==> config.mk <==
export PLATFORM = sky130hd
export DESIGN_NAME = dm_arbiter
export DESIGN_NICKNAME = d
export VERILOG_FILES = /design/src/rtl/dm_arbiter.sv
export SDC_FILE = /design/constraint.sdc
export NUM_CORES = 1
export LEC_CHECK = 0
export ABC_AREA = 0
export BUFFER_PORTS_ARGS = -buffer_cell sky130_fd_sc_hd__buf_2
export CORE_MARGIN = 2
export CORE_UTILIZATION = 45
export DETAILED_ROUTE_END_ITERATION = 7
export MAX_ROUTING_LAYER = met4
export PLACE_DENSITY = 0.77
export SLEW_MARGIN = 25
export SYNTH_ARGS = -nofsm -noshare
export SYNTH_HDL_FRONTEND = slang
export SYNTH_SLANG_ARGS = --single-unit
==> constraint.sdc <==
create_clock -name clk -period 1.4 [get_ports clk]
set_input_delay 0.21 -clock clk [delete_from_list [all_inputs] [get_ports clk]]
set_output_delay 0.21 -clock clk [all_outputs]
set_load 0.05 [all_outputs]
==> src/rtl/dm_arbiter.sv <==
`default_nettype none
// +--------------------------------------------------------------------------+
// | Module   : dm_arbiter                                                     |
// | Purpose  : Two-requester data-memory sequencer/arbiter; partial stores    |
// |            become read-modify-write. Define DM_ARB_FIXED_PRIO_EN for      |
// |            fixed m0 priority instead of round-robin.                      |
// | Revision : 1.0                                                            |
// +--------------------------------------------------------------------------+
module dm_arbiter #(
    parameter int ADDR_W  = 10,
    parameter bit RR_INIT = 1'b0
) (
    input  logic              clk,
    input  logic              rst,
    input  logic              m0_req,
    input  logic              m0_we,
    input  logic [ADDR_W-1:0] m0_addr,
    input  logic [3:0]        m0_be,
    input  logic [31:0]       m0_wdata,
    output logic              m0_ack,
    output logic [31:0]       m0_rdata,
    input  logic              m1_req,
    input  logic              m1_we,
    input  logic [ADDR_W-1:0] m1_addr,
    input  logic [3:0]        m1_be,
    input  logic [31:0]       m1_wdata,
    output logic              m1_ack,
    output logic [31:0]       m1_rdata,
    output logic [ADDR_W-1:0] dm_addr,
    output logic [31:0]       dm_din,
    output logic              dm_we,
    input  logic [31:0]       dm_dout,
    output logic              busy
);
    localparam int c_WA_W = ADDR_W - 2;

    typedef enum logic [1:0] {
        S_IDLE = 2'd0,
        S_ACC  = 2'd1,
        S_RMW  = 2'd2,
        S_RESP = 2'd3
    } state_t;

    state_t             r_state;
    state_t             w_next;
    logic               r_id;
    logic               r_we;
    logic [c_WA_W-1:0]  r_waddr;
    logic [3:0]         r_be;
    logic [31:0]        r_wdata;
    logic [31:0]        r_merge;
    logic [31:0]        r_rdata0;
    logic [31:0]        r_rdata1;
    logic               w_grant;
    logic               w_gid;
    logic               w_full;
    logic               w_partial;
    logic [31:0]        w_merged;
    logic               w_unused;

    assign w_unused = &{1'b0, m0_addr[1:0], m1_addr[1:0], RR_INIT};
    assign w_grant  = m0_req | m1_req;

`ifdef DM_ARB_FIXED_PRIO_EN
    assign w_gid = ~m0_req;
`else
    logic r_ptr;

    assign w_gid = (m0_req && m1_req) ? r_ptr : ~m0_req;

    // Pointer only moves on contention, handing priority to the loser.
    always_ff @(posedge clk) begin
        if (rst) begin
            r_ptr <= RR_INIT;
        end else if (r_state == S_IDLE && m0_req && m1_req) begin
            r_ptr <= ~w_gid;
        end
    end
`endif

    always_ff @(posedge clk) begin
        if (rst) begin
            r_state <= S_IDLE;
        end else begin
            r_state <= w_next;
        end
    end

    assign w_full    = (r_be == 4'hF);
    assign w_partial = r_we && !w_full && (r_be != 4'h0);

    always_comb begin
        w_next = r_state;
        case (r_state)
            S_IDLE:  if (w_grant) w_next = S_ACC;
            S_ACC:   w_next = w_partial ? S_RMW : S_RESP;
            S_RMW:   w_next = S_RESP;
            S_RESP:  w_next = S_IDLE;
            default: w_next = S_IDLE;
        endcase
    end

    always_ff @(posedge clk) begin
        if (rst) begin
            r_id     <= 1'b0;
            r_we     <= 1'b0;
            r_waddr  <= '0;
            r_be     <= 4'h0;
            r_wdata  <= 32'h0;
            r_merge  <= 32'h0;
            r_rdata0 <= 32'h0;
            r_rdata1 <= 32'h0;
        end else begin
            case (r_state)
                S_IDLE: begin
                    if (w_grant) begin
                        r_id    <= w_gid;
                        r_we    <= w_gid ? m1_we : m0_we;
                        r_waddr <= w_gid ? m1_addr[ADDR_W-1:2] : m0_addr[ADDR_W-1:2];
                        r_be    <= w_gid ? m1_be : m0_be;
                        r_wdata <= w_gid ? m1_wdata : m0_wdata;
                    end
                end
                S_ACC: begin
                    if (!r_we) begin
                        if (r_id) r_rdata1 <= dm_dout;
                        else      r_rdata0 <= dm_dout;
                    end else if (w_partial) begin
                        r_merge <= dm_dout;
                    end
                end
                default: ;
            endcase
        end
    end

    always_comb begin
        w_merged = r_merge;
        for (int i = 0; i < 4; i++) begin
            if (r_be[i]) w_merged[8*i +: 8] = r_wdata[8*i +: 8];
        end
    end

    // Writes are masked by rst so an abort never lands on the reset edge.
    always_comb begin
        dm_we  = 1'b0;
        dm_din = 32'h0;
        if (r_state == S_ACC && r_we && w_full) begin
            dm_we  = ~rst;
            dm_din = r_wdata;
        end else if (r_state == S_RMW) begin
            dm_we  = ~rst;
            dm_din = w_merged;
        end
    end

    assign dm_addr  = {r_waddr, 2'b00};
    assign m0_ack   = (r_state == S_RESP) && !r_id;
    assign m1_ack   = (r_state == S_RESP) && r_id;
    assign m0_rdata = r_rdata0;
    assign m1_rdata = r_rdata1;
    assign busy     = (r_state != S_IDLE);

endmodule
`default_nettype wire
==> impl_metrics.ini <==
[run_status]
outcome = complete, but fails checks
violations = negative setup slack

[power_and_ir_drop]
power.density_nw_per_um2 = 2000
p_leak_nw = 4.71
vdd_drop_max_mv = 1.36

[route]
ant_nets = 0
vias = 6489
wl_per_cell_um = 20.3
vias_per_cell = 5.39
initialDrtViolationCount = 491
routed_wl_mm = 24.5
firstDrtPassIters = 4
drc = 0

[grt]
grt_start_max_net_pins = 60
grt_pass1_vias = 6064
antenna_found_initial = 0
grt_use_total = 0.280
busiest_layer = met2
grt_pass1_wl_mm = 31.9
overflow = 0
met2_usage = 0.433
grt_use_met3 = 0.0650
globalRouteMet1Util = 0.368

[placed_design]
hpwl_mm = 13.1
place_congestion = 0.786
dp_slack_ns = -0.183
io_buffers = 233
place_inst = 1125

[timing]
post-route-min-period_ns = 1.99
worst_slack_ns = -0.593
tns_ns = -56.44
setup_violations = 180
fin_crit_sh = 1.42
fmax_mhz = 502
hold_viol_final = 0
rsz0062_at_grt = true
timing.hold.ws_ns = 0.0561
fin_skew_ns = 0.00990
slew_violations = 0

[floorplan]
die_height_um = 124
core_um2 = 14000
start_util = 0.463
die_w_um = 124
num_io_pins = 240
num_rows = 43
die-area_um2 = 15400

[min_path]
hp-class = in2reg
min_path_cells = 3

[clocking]
insertion_delay_ns = 0.43
cts_buffer_depth = 2
cts_tree = built
clock_sinks = 145
postCtsHoldBufs = 0
cts.clk_slew.worst_paths_ns = 0.07
cts-htree-levels = 4
numCtsBuffers = 17
cts_root_buf = clkbuf_16

[final_layout]
fin_cells = 1205
antenna_cells = 0
area_growth_pct = 71.2
layout_commonest_cell = buf_2
nets = 1147
drive_gt1_frac = 0.608
final_cell_mix = buf_2 (196), dfxtp_1 (141), mux2i_1 (110)

[critical_path]
critPathCaptureType = primary output
cp_top_family = buffers and inverters
critical_path.max_stage_delay_ns = 0.36
crit_slowest_cell = dfxtp_1
worstPathArrival_ns = 1.78
worstPathRequired_ns = 1.19
critPathLaunchType = register
crit_path_cell_trace = and4_4 -> a31oi_4 -> buf_4 -> buf_12 -> nor2_2 -> buf_6
reg2reg_depth = 9
cp.buffers_inverters = 3
worst-path-max-fanout = 6
path_depth = 6
path_class = reg2out

[logic_synthesis]
avgSynthCellArea_um2 = 8.89
synthesis.area_um2 = 6480
yosysWarnings = 0
ys_seq_elements = 145
ys_seq_area_frac = 0.448
yosysUniqueCellTypes = 34
synth_cells = 729

[flow_run]
maxCapViolCount = 0
-- metal layers --
metal	part of all wire	vias up	routed length, µm
li1	-	3024	-
met2	0.50	268	12200
met4	0.026	0	630
met3	0.059	56	1440
met5	0	-	0
met1	0.42	3141	10200
-- area by class of cell --
class	count	area (µm²)
timing repair buffer	323	2740
inverter	4	17.5
multi-input combinational	521	4640
clock inverter	13	105
sequential	145	2910
fill	816	2900
tap	180	225
clock buffer	19	453
-- Yosys cell counts (all sizes together) --
master,number,area (µm²)
a211o,1,8.76
a211oi,46,345
a21boi,1,11.3
a21oi,65,325
a31oi,1,6.26
and2,1,6.26
and3b,1,8.76
and4,1,8.76
buf,35,272
clkbuf,25,93.8
conb,1,3.75
dfxtp,145,2900
ha,5,62.6
inv,4,15.0
mux2i,110,1100
nand2,129,484
nand2b,64,400
nand3,1,5.00
nand3b,1,7.51
nor2,81,304
nor2b,1,6.26
nor3,3,26.3
nor3b,2,20.0
nor4,1,21.3
o21a,1,7.51
o31ai,1,7.51
or3b,1,8.76
xor2,1,8.76
-- path summary, 6_finish.rpt --
kind	from	to	slack [ns]
min	dm_dout[0]	m1_rdata[0]$_SDFFE_PP0P_	0.06
max reg2reg	r_state[1]$_SDFFE_PP0P_	r_merge[30]$_SDFFE_PP0P_	-0.40
min reg2reg	m1_rdata[25]$_SDFFE_PP0P_	m1_rdata[25]$_SDFFE_PP0P_	0.47
max	r_be[1]$_SDFFE_PP0P_	dm_din[1]	-0.59
-- registers in the layout (all words and copies together) (netlist names) --
| register | cells |
|---|---|
| m0_rdata | 32 |
| m1_rdata | 32 |
| r_merge | 32 |
| r_wdata | 32 |
| r_waddr | 8 |
| r_be | 4 |
| r_state | 2 |
| r_id | 1 |
| r_ptr | 1 |
| r_we | 1 |
-- worst reg2reg max path, delay by kind of cell (launching register included) --
family        cells  cell delay (ns)
buf+inv           5             0.59
simple gates      2             0.42
flops             1             0.37
mux               1             0.19
fa+ha+maj         1             0.15
-- through the flow --
step	util	power, W	instance area (µm²)
6_report	0.793	0.0222	11100
4_1_cts	0.714	0.0202	9990
2_1_floorplan	-	0.0110	6830
5_1_grt	0.793	0.0229	11100
3_3_place_gp	0.593	0.0128	8290
3_5_place_dp	0.593	0.0129	8290
-- where the power goes --
| group | switching, W | internal (W) | leakage (nW) |
|---|---|---|---|
| logic | 0.00674 | 0.00522 | 3.25 |
| registers | 0.000812 | 0.00508 | 1.19 |
| clock network | 0.00192 | 0.00239 | 0.268 |
| total | 0.00947 | 0.0127 | 4.71 |
-- what timing repair did --
item,4_1_cts,5_1_grt
pin swaps,51,97
gates resized for setup,185,240
setup endpoints to repair,148,180
gates cloned,12,15
buffers inserted,23,12
-- cells by family after synthesis --
logic type      count (synthesis)  share of synthesized area
buf+inv                        64                     0.0587
xor+xnor                        1                    0.00135
compound gates                116                      0.110
flops                         145                      0.448
simple gates                  287                      0.202
fa+ha+maj                       5                    0.00966
mux                           110                      0.170
other cells                     1                   0.000579
(Power assumes the default switching activity.)
